$ cat config.mk
export PLATFORM = sky130hd
export DESIGN_NAME = l_input_port_ctrl
export DESIGN_NICKNAME = d
export VERILOG_FILES = /design/src/rtl/l_input_port_ctrl.sv
export SDC_FILE = /design/constraint.sdc
export NUM_CORES = 1
export LEC_CHECK = 0
export BUFFER_PORTS_ARGS = -buffer_cell sky130_fd_sc_hd__buf_4
export CAP_MARGIN = 20
export CELL_PAD_IN_SITES_DETAIL_PLACEMENT = 0
export CELL_PAD_IN_SITES_GLOBAL_PLACEMENT = 1
export CORE_ASPECT_RATIO = 0.7
export CORE_MARGIN = 1.5
export CORE_UTILIZATION = 34
export DETAILED_ROUTE_END_ITERATION = 8
export GPL_TIMING_DRIVEN = 0
export PLACE_DENSITY = 0.65
export SLEW_MARGIN = 20
export SYNTH_ARGS = -nofsm -noshare
export SYNTH_HDL_FRONTEND = slang
export SYNTH_SLANG_ARGS = --single-unit
$ cat constraint.sdc
create_clock -name clk -period 4.5 [get_ports clk]
set_input_delay 0.225 -clock clk [delete_from_list [all_inputs] [get_ports clk]]
set_output_delay 0.225 -clock clk [all_outputs]
set_load 0.02 [all_outputs]
$ cat src/rtl/l_input_port_ctrl.sv
// Local (PE) input port controller for a mesh NoC router: buffers PE flits,
// XY-routes the head flit, requests the chosen output arbiter, streams the
// packet to the crossbar and pulses a one-hot release when the tail leaves.
module l_input_port_ctrl #(
   parameter int unsigned ADDR_W    = 3,
   parameter int unsigned PAYLOAD_W = 32,
   parameter int unsigned DEPTH     = 4,
   parameter int unsigned ROUTER_X  = 0,
   parameter int unsigned ROUTER_Y  = 0
) (
   input  logic                 clk,
   input  logic                 reset,
   input  logic [PAYLOAD_W+1:0] l_flit_i,
   input  logic                 l_valid_i,
   output logic                 l_ready_o,
   output logic [2:0]           l_nexthop_addr_o,
   input  logic [4:0]           grant_i,
   output logic [PAYLOAD_W+1:0] xbar_flit_o,
   output logic                 xbar_valid_o,
   input  logic                 xbar_ready_i,
   output logic [4:0]           release_o,
   output logic                 err_o
);

   localparam int unsigned FLIT_W = PAYLOAD_W + 2;
   localparam int unsigned PTR_W  = (DEPTH > 1) ? $clog2(DEPTH) : 1;
   localparam int unsigned CNT_W  = $clog2(DEPTH) + 1;

   localparam logic [ADDR_W-1:0] RX = ADDR_W'(ROUTER_X);
   localparam logic [ADDR_W-1:0] RY = ADDR_W'(ROUTER_Y);

   localparam logic [2:0] DIR_N    = 3'b000;
   localparam logic [2:0] DIR_S    = 3'b001;
   localparam logic [2:0] DIR_W    = 3'b010;
   localparam logic [2:0] DIR_E    = 3'b011;
   localparam logic [2:0] DIR_L    = 3'b100;
   localparam logic [2:0] DIR_NONE = 3'b111;

   localparam logic [1:0] IDLE = 2'd0;
   localparam logic [1:0] REQ  = 2'd1;
   localparam logic [1:0] XFER = 2'd2;

   logic [FLIT_W-1:0] mem [DEPTH];
   logic [PTR_W-1:0]  rd_ptr, wr_ptr;
   logic [CNT_W-1:0]  count, count_nxt;
   logic              ready_q, empty_c, push_c, pop_c;
   logic [FLIT_W-1:0] head_c;
   logic [2:0]        route_c;

   logic [1:0] state, state_nxt;
   logic [2:0] dir_q, dir_nxt, nexthop_q, nexthop_nxt;
   logic [4:0] release_q, release_nxt;
   logic       err_q, err_nxt, xbar_valid_q, xbar_valid_nxt;

   // XY dimension-order route: resolve x first, then y, else eject locally
   function automatic logic [2:0] xy_route(input logic [ADDR_W-1:0] dx,
                                           input logic [ADDR_W-1:0] dy);
      if (dx > RX)      return DIR_E;
      else if (dx < RX) return DIR_W;
      else if (dy > RY) return DIR_N;
      else if (dy < RY) return DIR_S;
      else              return DIR_L;
   endfunction

   // One-hot {n,s,w,e,l} mask for a direction code; N maps to bit 4
   function automatic logic [4:0] dir_mask(input logic [2:0] d);
      return 5'b10000 >> d;
   endfunction

   assign empty_c = (count == '0);
   assign head_c  = mem[rd_ptr];
   assign push_c  = l_valid_i & ready_q;
   assign route_c = xy_route(head_c[2*ADDR_W-1:ADDR_W], head_c[ADDR_W-1:0]);

   // Next-state, pop decision and registered-output next values
   always_comb begin
      state_nxt   = state;
      dir_nxt     = dir_q;
      nexthop_nxt = nexthop_q;
      release_nxt = '0;
      err_nxt     = 1'b0;
      pop_c       = 1'b0;
      case (state)
         IDLE: begin
            if (!empty_c) begin
               if (head_c[FLIT_W-1]) begin
                  dir_nxt     = route_c;
                  nexthop_nxt = route_c;
                  state_nxt   = REQ;
               end else begin
                  // stray non-head flit at packet start is discarded
                  pop_c   = 1'b1;
                  err_nxt = 1'b1;
               end
            end
         end
         REQ: begin
            if (|(grant_i & dir_mask(dir_q))) state_nxt = XFER;
         end
         XFER: begin
            if (xbar_valid_q && xbar_ready_i) begin
               pop_c = 1'b1;
               if (head_c[FLIT_W-2]) begin
                  release_nxt = dir_mask(dir_q);
                  nexthop_nxt = DIR_NONE;
                  state_nxt   = IDLE;
               end
            end
         end
         default: state_nxt = IDLE;
      endcase
   end

   // FIFO occupancy update
   always_comb begin
      count_nxt = count;
      case ({push_c, pop_c})
         2'b10:   count_nxt = count + CNT_W'(1);
         2'b01:   count_nxt = count - CNT_W'(1);
         default: count_nxt = count;
      endcase
   end

   assign xbar_valid_nxt = (state_nxt == XFER) && (count_nxt != '0);

   // State, pointers and registered outputs
   always_ff @(posedge clk) begin
      if (reset) begin
         state        <= IDLE;
         dir_q        <= DIR_NONE;
         nexthop_q    <= DIR_NONE;
         release_q    <= '0;
         err_q        <= 1'b0;
         xbar_valid_q <= 1'b0;
         ready_q      <= 1'b1;
         rd_ptr       <= '0;
         wr_ptr       <= '0;
         count        <= '0;
      end else begin
         state        <= state_nxt;
         dir_q        <= dir_nxt;
         nexthop_q    <= nexthop_nxt;
         release_q    <= release_nxt;
         err_q        <= err_nxt;
         xbar_valid_q <= xbar_valid_nxt;
         ready_q      <= (count_nxt < CNT_W'(DEPTH));
         count        <= count_nxt;
         if (push_c) wr_ptr <= wr_ptr + PTR_W'(1);
         if (pop_c)  rd_ptr <= rd_ptr + PTR_W'(1);
      end
   end

   // FIFO storage; contents need no reset since count gates visibility
   always_ff @(posedge clk) begin
      if (push_c) mem[wr_ptr] <= l_flit_i;
   end

   assign l_ready_o        = ready_q;
   assign l_nexthop_addr_o = nexthop_q;
   assign xbar_flit_o      = head_c;
   assign xbar_valid_o     = xbar_valid_q;
   assign release_o        = release_q;
   assign err_o            = err_q;

endmodule

==> qor.txt, run 1 <==
status -> finished, final reports clean
P_leak -> 2.70 nW
RSZ-0062 raised after global routing -> false
top-count cell post-synth -> edfxtp_1
I/O pin count -> 88
reg-to-reg endpoint -> xbar_valid_o$_SDFF_PP0_
Worst path slowest cell -> mux4_2
r2r worst-path depth -> 10
Yosys top cell area share -> 0.694
CTS HTree Levels -> 4
Root Driver -> clkbuf_16
Post-Route WL -> 10.8 mm
crit path DAT -> 3.35 ns
post-CTS sizing -> 0
slowest stage delay, CP -> 0.57 ns
final core utilization -> 0.456
number of remaining DRC errors -> 0
pre-CTS WS -> 1.44 ns
Critical path destination -> xbar_valid_o$_SDFF_PP0_
CTS buffer count -> 17
Final #Nets -> 469
CTS max path bufs -> 2
CTS Sinks -> 157
GR Overflow Total -> 0
CTS clk-pin slew, worst paths -> 0.06 ns
family with the most delay on the worst path -> compound AO/OA/AOI/OAI gates
worst path cell trace -> buf_6 -> mux4_2 -> o41ai_4 -> ha_1 -> inv_1 -> fa_1 -> xor2_1 -> xor2_1 -> a32o_1 -> nor4_1
Hold Fails Final Rpt -> 0
port bufs -> 83
HP Class -> input port to register
Worst path depth -> 10
Filler Cell Count -> 1490
core footprint -> 17100 µm²
Ant. Diodes -> 0
flop-to-flop setup slack -> 1.48 ns
Synth Warn # -> 0
CTS tree -> yes
Synth area leader -> edfxtp_1
crit path max fanout -> 7
Most used DFF post-synth -> edfxtp_1
initial antenna violation count -> 0
Die ar. -> 18100 µm²
synth unique cells -> 43
P per Cell Area -> 602 nW/µm²
Placer Congestion -> 0.709
f_max -> 331 MHz
Die Y -> 113 µm
CP Capture Type -> register
Worst Skew -> 0.0105 ns
Layout area overhead -> 32.3%
first-pass GRT wire length -> 16.9 mm
slew margin rel. -> 0.544
maximum vdd drop -> 0.201 mV
detailed-router iteration count before antenna repair -> 4
Vias -> 3019
sequential area share after synthesis -> 0.766
DRT iter0 DRCs -> 131
period utilization -> 0.672
DP HPWL -> 7.16 mm
number of routed nets with antenna violations -> 0
Crit Path Category -> register to register
Max-Cap Viols -> 0
share of layout cells above drive strength 1 -> 0.388
non-filler cells, final -> 664
Critical Path RT -> 4.83 ns
final instance area -> 7780 µm²
startpoint types -> register
Async S/R FF share, synth -> 0
via density per instance -> 4.55
Area contributors post-synth -> edfxtp_1, mux4_2, dfxtp_1
Worst Max-Slew Pin Slew -> 0.679 ns
syn avg cell area -> 20.9 µm²
EDFF count, synth -> 136
final worst slack -> 1.48 ns
vias in the first global route -> 3133
Initial Util -> 0.345
largest net degree at the start of global routing -> 20
Buf/Inv on CP -> 2
total negative slack -> 0 ns
worst hold margin -> 0.0185 ns
Synth Register Bits -> 157
Cells after DPL -> 601
Overall Global Routing Usage -> 0.129
Synth Cell Area -> 5880 µm²
Avg WL per Cell -> 16.3 µm
Power, Total -> 4.68 mW
Clk Latency, worst-skew pair -> 0.42 ns
top cells by count, synth -> edfxtp_1, mux4_2, dfxtp_1, nor2_1, inv_1
Finish-stage setup viols -> 0
die width -> 160 µm
fin crit period -> 3.02 ns
crit-path most repeated cell -> xor2_1
Synth Instances -> 282
Max Slew Vio Count -> 0
row count -> 40
Placed Area -> 6910 µm²
## repair_timing
| item | 4_1_cts | 5_1_grt |
|---|---|---|
| hold endpoints to repair | 108 | 10 |
| buffers inserted | 0 | 0 |
| hold buffers | 28 | 3 |
## routing by layer
layer	vias to the layer above	track usage	wire length (µm)
met4	0	0.0542	130
li1	1414	-	-
met2	64	0.200	5210
met5	-	0	0
met3	7	0.0444	483
met1	1534	0.168	4970
## worst min-delay path by stage
stage | endpoint | slack, ns | depth (start not counted) | from
after floorplan | mem[0][0]$_DFFE_PP_ | 0.32 | 0 | l_flit_i[0]
after global placement | mem[2][8]$_DFFE_PP_ | 0.42 | 1 | l_flit_i[8]
after detailed placement | mem[1][28]$_DFFE_PP_ | 0.43 | 1 | l_flit_i[28]
after CTS | mem[0][17]$_DFFE_PP_ | 0.0003 | 1 | l_flit_i[17]
after global routing | mem[0][17]$_DFFE_PP_ | 0.002 | 1 | l_flit_i[17]
final | mem[0][17]$_DFFE_PP_ | 0.02 | 1 | l_flit_i[17]
## logic make-up (layout without fill, tap and decap cells)
logic type | after synthesis | count (layout) | synth area share
XOR/XNOR | 6 | 6 | 0.00893
buffers and inverters | 20 | 170 | 0.0170
multiplexers | 35 | 35 | 0.132
AO/OA/AOI/OAI | 16 | 16 | 0.0228
adder cells (fa/ha/maj) | 6 | 6 | 0.0140
flip-flops | 157 | 157 | 0.766
other | 1 | 2 | 0.000637
AND/OR/NAND/NOR | 41 | 41 | 0.0391
## cell type report
type / count / area (µm²) / share of cell area
clock inverters: 9 / 58.8 / 0.00756
flip-flops and latches: 157 / 4500 / 0.579
multi-input cells: 106 / 1290 / 0.165
well taps: 231 / 289 / 0.0371
inverters: 6 / 22.5 / 0.00289
clock buffers: 23 / 499 / 0.0641
repair buffers: 118 / 1040 / 0.134
plain buffers: 14 / 77.6 / 0.00997
## flip-flops by register name, indices dropped and copies added, names as in the netlist, named ones only
| name | count |
|---|---|
| state | 2 |
| count | 3 |
| xbar_valid_o | 1 |
| wr_ptr | 2 |
| l_nexthop_addr_o | 2 |
| err_o | 1 |
| rd_ptr | 2 |
| dir_q | 2 |
| l_ready_o | 1 |
| release_o | 3 |
| mem | 136 |
## report_power, final
part / internal (mW) / total, mW / switching [mW]
Clock: 0.780 / 1.32 / 0.540
Combinational: 0.675 / 1.44 / 0.769
Sequential: 1.84 / 1.92 / 0.0821
## cell usage in the layout, fill, tap and decap left out, types with 3 or more instances in the layout
cell type / n
buf_2: 5
buf_4: 86
ha_1: 5
dlygate4sd3_1: 31
xor2_1: 3
xnor2_1: 3
nand2_1: 4
clkinv_2: 4
a21oi_1: 3
edfxtp_1: 136
dfxtp_1: 21
and3_2: 4
buf_16: 4
nor2_1: 12
inv_1: 6
nand2b_1: 3
clkbuf_1: 5
clkbuf_16: 18
clkbuf_8: 3
mux4_2: 34
## worst register-to-register path, cell delays in order (launching register included)
cell	delay (ns)
dfxtp_1	0.32
buf_6	0.16
mux4_2	0.57
o41ai_4	0.44
ha_1	0.26
inv_1	0.06
fa_1	0.37
xor2_1	0.17
xor2_1	0.15
a32o_1	0.28
nor4_1	0.15
No activity file was read; power rests on OpenSTA's default activity.
==> run 2, diff against run 1 <==
--- a/config.mk
+++ b/config.mk
@@ -14,7 +14,7 @@
 export CORE_UTILIZATION = 34
 export DETAILED_ROUTE_END_ITERATION = 8
 export GPL_TIMING_DRIVEN = 0
-export PLACE_DENSITY = 0.65
+export PLACE_DENSITY = 0.67
 export SLEW_MARGIN = 20
 export SYNTH_ARGS = -nofsm -noshare
 export SYNTH_HDL_FRONTEND = slang
==> constraint.sdc (replaced) <==
create_clock -name clk -period 2.7 [get_ports clk]
set_input_delay 0.135 -clock clk [delete_from_list [all_inputs] [get_ports clk]]
set_output_delay 0.135 -clock clk [all_outputs]
set_load 0.02 [all_outputs]
==> run 2 against run 1 <==
Effect of this change: the run now ends with setup timing left; via count rose by 1.6%; first-iteration DRC count up 50%; sequential power up 67%; clock power rose by 70%; sequential cell count did not move; power grew 70%; critical endpoint unchanged.
==> qor.txt, run 2 (synthesis gave the netlist of run 1 again) <==
status -> finished with violations (was finished, final reports clean)
failing checks -> setup timing
Root Driver -> clkbuf_16 (unchanged)
Avg WL per Cell -> 16.8 µm (was 16.3 µm)
DP HPWL -> 7.41 mm (was 7.16 mm)
Worst Max-Slew Pin Slew -> 0.668 ns (was 0.679 ns)
Post-Route WL -> 11.3 mm (was 10.8 mm)
RSZ-0062 raised after global routing -> true (was false)
vias in the first global route -> 3204 (was 3133)
most frequent cells in the layout -> edfxtp_1, buf_4, mux4_2, dlygate4sd3_1, dfxtp_1 (was edfxtp_1, buf_4, mux4_2)
first-pass GRT wire length -> 17.8 mm (was 16.9 mm)
Placer Congestion -> 0.715 (was 0.709)
number of remaining DRC errors -> 0 (unchanged)
Largest register FFs -> 136 (unchanged)
crit path max fanout -> 2 (was 7)
most common cell after layout, fill and taps aside -> edfxtp_1 (unchanged)
pre-CTS WS -> -0.291 ns (was 1.44 ns)
CTS tree -> yes (unchanged)
via density per instance -> 4.57 (was 4.55)
period utilization -> 1.01 (was 0.672)
initial antenna violation count -> 0 (unchanged)
Max Slew Vio Count -> 0 (unchanged)
slowest stage delay, CP -> 0.54 ns (was 0.57 ns)
P_leak -> 2.74 nW (was 2.70 nW)
Clk Latency, worst-skew pair -> 0.42 ns (about the same)
row count -> 40 (unchanged)
Finish-stage setup viols -> 1 (was 0)
Vias -> 3068 (was 3019)
Critical Path RT -> 3.03 ns (was 4.83 ns)
Worst path slowest cell -> mux4_2 (unchanged)
flop-to-flop setup slack -> -0.03 ns (was 1.48 ns)
share of layout cells above drive strength 1 -> 0.413 (was 0.388)
GR Overflow Total -> 0 (unchanged)
HP Class -> input port to register (unchanged)
I/O pin count -> 88 (unchanged)
number of routed nets with antenna violations -> 0 (unchanged)
Die ar. -> 18100 µm² (unchanged)
Top reg by flops -> mem (unchanged)
fin crit period -> 2.73 ns (was 3.02 ns)
CP Capture Type -> register (unchanged)
Power, Total -> 7.95 mW (was 4.68 mW)
die width -> 160 µm (unchanged)
CTS Sinks -> 157 (unchanged)
Ant. Diodes -> 0 (unchanged)
Crit Path Category -> register to register (unchanged)
largest net degree at the start of global routing -> 21 (was 20)
CTS buffer count -> 17 (unchanged)
P per Cell Area -> 1010 nW/µm² (was 602 nW/µm²)
Max-Cap Viols -> 0 (unchanged)
Placed Area -> 6920 µm² (was 6910 µm²)
maximum vdd drop -> 0.405 mV (was 0.201 mV)
startpoint types -> register (unchanged)
worst hold margin -> 0.0217 ns (was 0.0185 ns)
Overall Global Routing Usage -> 0.134 (was 0.129)
port bufs -> 83 (unchanged)
f_max -> 366 MHz (was 331 MHz)
final instance area -> 7880 µm² (was 7780 µm²)
final worst slack -> -0.0349 ns (was 1.48 ns)
CTS max path bufs -> 2 (unchanged)
slew margin rel. -> 0.552 (was 0.544)
Worst Skew -> 0.0133 ns (was 0.0105 ns)
Buf/Inv on CP -> 1 (was 2)
core footprint -> 17100 µm² (unchanged)
CTS HTree Levels -> 4 (unchanged)
Initial Util -> 0.345 (unchanged)
family with the most delay on the worst path -> compound AO/OA/AOI/OAI gates (unchanged)
crit path DAT -> 3.06 ns (was 3.35 ns)
Layout area overhead -> 34.0% (was 32.3%)
detailed-router iteration count before antenna repair -> 4 (unchanged)
DRT iter0 DRCs -> 197 (was 131)
CTS clk-pin slew, worst paths -> 0.07 ns (was 0.06 ns)
Die Y -> 113 µm (unchanged)
Final #Nets -> 477 (was 469)
Hold Fails Final Rpt -> 0 (unchanged)
worst path cell trace -> mux4_2 -> o41ai_4 -> ha_2 -> inv_2 -> fa_2 -> xor2_2 -> xor2_1 -> a32o_1 -> nor4_1 (was buf_6 -> mux4_2 -> o41ai_4 -> ha_1 -> inv_1 -> fa_1 -> xor2_1 -> xor2_1 -> a32o_1 -> nor4_1)
-- run 2: changes by cell type in the layout (fill, tap and decap cells not counted), moves of 3 or more --
cell           before  now
buf_4              86   93
clkbuf_1            5    1
clkbuf_8            3    0
clkinv_2            4    1
clkinvlp_4          2    5
dlygate4sd3_1      31   34
-- run 2: routing by layer --
metal / global-route usage / vias to the layer above / wire [µm]
li1: - / 1431 / -
met1: 0.183 / 1568 / 5340
met2: 0.209 / 60 / 5470
met3: 0.0308 / 9 / 366
met4: 0.0542 / 0 / 125
met5: 0 / - / 0
-- run 2: metrics by stage --
| stage | setup TNS [ns] | util | instances |
|---|---|---|---|
| detailed placement | -0.662 | 0.405 | 601 |
| global route | -0.182 | 0.462 | 672 |
| floorplan | -0.279 | - | 283 |
| CTS | -0.241 | 0.461 | 672 |
| global placement | -0.604 | 0.399 | 597 |
| finish | -0.0349 | 0.462 | 672 |
-- run 2: timing repair --
action | CTS | global route
hold buffers | 34 | 0
pin swaps | 2 | 5
setup endpoints to repair | 23 | 13
resized for setup | 4 | 6
buffers inserted | 5 | 1
endpoints found under the hold margin | 136 | 0
-- run 2: final cells by class --
cell class	instances	area, µm²
clock inverter	15	140
multi-input combinational	106	1300
clock buffer	17	425
buffer	13	77.6
timing repair buffer	127	1120
inverter	6	22.5
fill	1482	9190
sequential	157	4510
tap	231	289
-- run 2: worst paths after layout --
path,from,end,cells after the start
worst max-delay path,register,xbar_valid_o$_SDFF_PP0_,9
worst min-delay path,l_valid_i,wr_ptr[1]$_SDFFE_PP0P_,3
worst max register to register,register,xbar_valid_o$_SDFF_PP0_,9
worst min register to register,wr_ptr[1]$_SDFFE_PP0P_,wr_ptr[1]$_SDFFE_PP0P_,2
-- run 2: tightest hold or removal path, cell delays in order --
cell and delay, ns:
buf_4 0.13, nand3_1 0.07, a21oi_1 0.05
-- run 2: power breakdown --
| part | switching, mW | internal, mW | total, mW | leakage [nW] |
|---|---|---|---|---|
| Combinational | 1.31 | 1.19 | 2.50 | 1.06 |
| Clock | 0.969 | 1.28 | 2.25 | 0.261 |
| Sequential | 0.138 | 3.06 | 3.20 | 1.42 |
| Total | 2.42 | 5.53 | 7.95 | 2.74 |
==> run 3, diff against run 2 <==
==> constraint.sdc (replaced) <==
create_clock -name clk -period 2.7 [get_ports clk]
set_input_delay 0.135 -clock clk [delete_from_list [all_inputs] [get_ports clk]]
set_output_delay 0.135 -clock clk [all_outputs]
set_load 0.01 [all_outputs]
==> run 3 against run 2 <==
Effect of this change: the flow still finishes with violations (setup timing); wire length is essentially flat; power fell by 2.9%; core utilization stayed put; sequential share of layout area unchanged; maximum frequency stayed put; clock skew is the same.
==> qor.txt, run 3 (synthesis gave the netlist of run 1 again) <==
CTS HTree Levels -> 4 (unchanged)
first-pass GRT wire length -> 17.8 mm (unchanged)
Critical Path RT -> 3.03 ns (about the same)
r2r worst-path depth -> 9 (unchanged)
DP HPWL -> 7.41 mm (unchanged)
number of routed nets with antenna violations -> 0 (unchanged)
GR Overflow Total -> 0 (unchanged)
Largest register FFs -> 136 (unchanged)
Buf/Inv on CP -> 1 (unchanged)
largest net degree at the start of global routing -> 21 (unchanged)
Layout area overhead -> 34.0% (unchanged)
Critical path destination -> xbar_valid_o$_SDFF_PP0_ (unchanged)
Cells after DPL -> 601 (unchanged)
Max Slew Vio Count -> 0 (unchanged)
total negative slack -> -0.0349 ns (unchanged)
Post-Route WL -> 11.3 mm (about the same)
non-filler cells, final -> 672 (unchanged)
Avg WL per Cell -> 16.8 µm (about the same)
worst path cell trace -> mux4_2 -> o41ai_4 -> ha_2 -> inv_2 -> fa_2 -> xor2_2 -> xor2_1 -> a32o_1 -> nor4_1 (unchanged)
f_max -> 366 MHz (unchanged)
Worst path slowest cell -> mux4_2 (unchanged)
final worst slack -> -0.0349 ns (unchanged)
maximum vdd drop -> 0.376 mV (was 0.405 mV)
Crit Path Category -> register to register (unchanged)
Hold Fails Final Rpt -> 0 (unchanged)
Clk Latency, worst-skew pair -> 0.42 ns (about the same)
core footprint -> 17100 µm² (unchanged)
I/O pin count -> 88 (unchanged)
CTS max path bufs -> 2 (unchanged)
HP Class -> input port to register (unchanged)
port bufs -> 83 (unchanged)
Finish-stage setup viols -> 1 (unchanged)
Die ar. -> 18100 µm² (unchanged)
CTS Sinks -> 157 (unchanged)
status -> finished with violations (unchanged)
Max-Cap Viols -> 0 (unchanged)
flop-to-flop setup slack -> -0.03 ns (about the same)
via density per instance -> 4.57 (unchanged)
number of remaining DRC errors -> 0 (unchanged)
RSZ-0062 raised after global routing -> true (unchanged)
detailed-router iteration count before antenna repair -> 4 (unchanged)
crit path DAT -> 3.06 ns (about the same)
family with the most delay on the worst path -> compound AO/OA/AOI/OAI gates (unchanged)
most common cell after layout, fill and taps aside -> edfxtp_1 (unchanged)
Worst Skew -> 0.0133 ns (unchanged)
Vias -> 3068 (unchanged)
DRT iter0 DRCs -> 197 (unchanged)
most frequent cells in the layout -> edfxtp_1, buf_4, mux4_2, dlygate4sd3_1, dfxtp_1 (unchanged)
final core utilization -> 0.462 (unchanged)
Top reg by flops -> mem (unchanged)
Worst Max-Slew Pin Slew -> 0.668 ns (unchanged)
share of layout cells above drive strength 1 -> 0.413 (unchanged)
Die Y -> 113 µm (unchanged)
slowest stage delay, CP -> 0.54 ns (about the same)
Initial Util -> 0.345 (unchanged)
reg-to-reg endpoint -> xbar_valid_o$_SDFF_PP0_ (unchanged)
row count -> 40 (unchanged)
CTS tree -> yes (unchanged)
CTS clk-pin slew, worst paths -> 0.07 ns (about the same)
Root Driver -> clkbuf_16 (unchanged)
fin crit period -> 2.73 ns (unchanged)
slew margin rel. -> 0.552 (unchanged)
CTS buffer count -> 17 (unchanged)
Final #Nets -> 477 (unchanged)
Worst path depth -> 9 (unchanged)
failing checks -> setup timing (unchanged)
vias in the first global route -> 3204 (unchanged)
P per Cell Area -> 979 nW/µm² (was 1010 nW/µm²)
die width -> 160 µm (unchanged)
Overall Global Routing Usage -> 0.134 (unchanged)
Placer Congestion -> 0.715 (unchanged)
initial antenna violation count -> 0 (unchanged)
startpoint types -> register (unchanged)
CP Capture Type -> register (unchanged)
crit path max fanout -> 2 (unchanged)
Ant. Diodes -> 0 (unchanged)
P_leak -> 2.74 nW (about the same)
period utilization -> 1.01 (unchanged)
run 3: cell count changes in the layout (fill, tap and decap cells not counted), sizes merged:
cell    delta
clkbuf     +1
buf        -1
run 3: final cells by class:
class / count / area (µm²)
clock buffers: 17 / 425
repair buffers: 127 / 1120
fillers: 1482 / 9190
plain buffers: 13 / 77.6
multi-input cells: 106 / 1300
clock inverters: 15 / 140
inverters: 6 / 22.5
flip-flops and latches: 157 / 4510
well taps: 231 / 289
run 3: repair_timing:
item / CTS / global route
hold buffers: 34 / 0
gates cloned: 0 / 0
setup endpoints to repair: 23 / 23
gates resized for setup: 3 / 7
buffers inserted: 5 / 1
pin swaps: 2 / 5
endpoints found under the hold margin: 136 / 0
run 3: worst min path at each step:
stage	from	endpoint	cells past startpoint
4_1_cts	l_valid_i	wr_ptr[1]$_SDFFE_PP0P_	3
3_5_place_dp	l_flit_i[21]	mem[1][21]$_DFFE_PP_	1
5_1_grt	l_valid_i	wr_ptr[1]$_SDFFE_PP0P_	3
3_3_place_gp	l_flit_i[1]	mem[0][1]$_DFFE_PP_	1
2_1_floorplan	l_flit_i[0]	mem[0][0]$_DFFE_PP_	0
6_report	l_valid_i	wr_ptr[1]$_SDFFE_PP0P_	3
run 3: through the flow:
step / setup WS [ns] / power, mW / hold slack, ns / area [µm²]
after CTS: -0.137 / 7.81 / 0.00637 / 7870
after detailed placement: -0.291 / 5.46 / 0.340 / 6920
after global routing: -0.139 / 8.10 / 0.0118 / 7880
after floorplan: -0.0959 / 4.51 / 0.234 / 5890
final: -0.0349 / 7.72 / 0.0217 / 7880
after global placement: -0.273 / 5.34 / 0.335 / 6800
run 3: per-layer routing:
metal  share of wire  track usage  vias to the layer above  routed length (µm)
li1                -            -                     1431                   -
met1            0.47        0.183                     1568                5340
met2            0.48        0.209                       60                5470
met3           0.032       0.0308                        9                 366
met4           0.011       0.0542                        0                 125
met5               0            0                        -                   0
run 3: report_power, final:
part | switching (mW) | internal, mW
Sequential | 0.138 | 3.06
Combinational | 1.09 | 1.18
Clock | 0.969 | 1.28
run 3: tightest hold or removal path: cells and delay by family:
family	cells	cell delay, ns
buf+inv	1	0.13
simple gates	1	0.07
compound gates	1	0.05
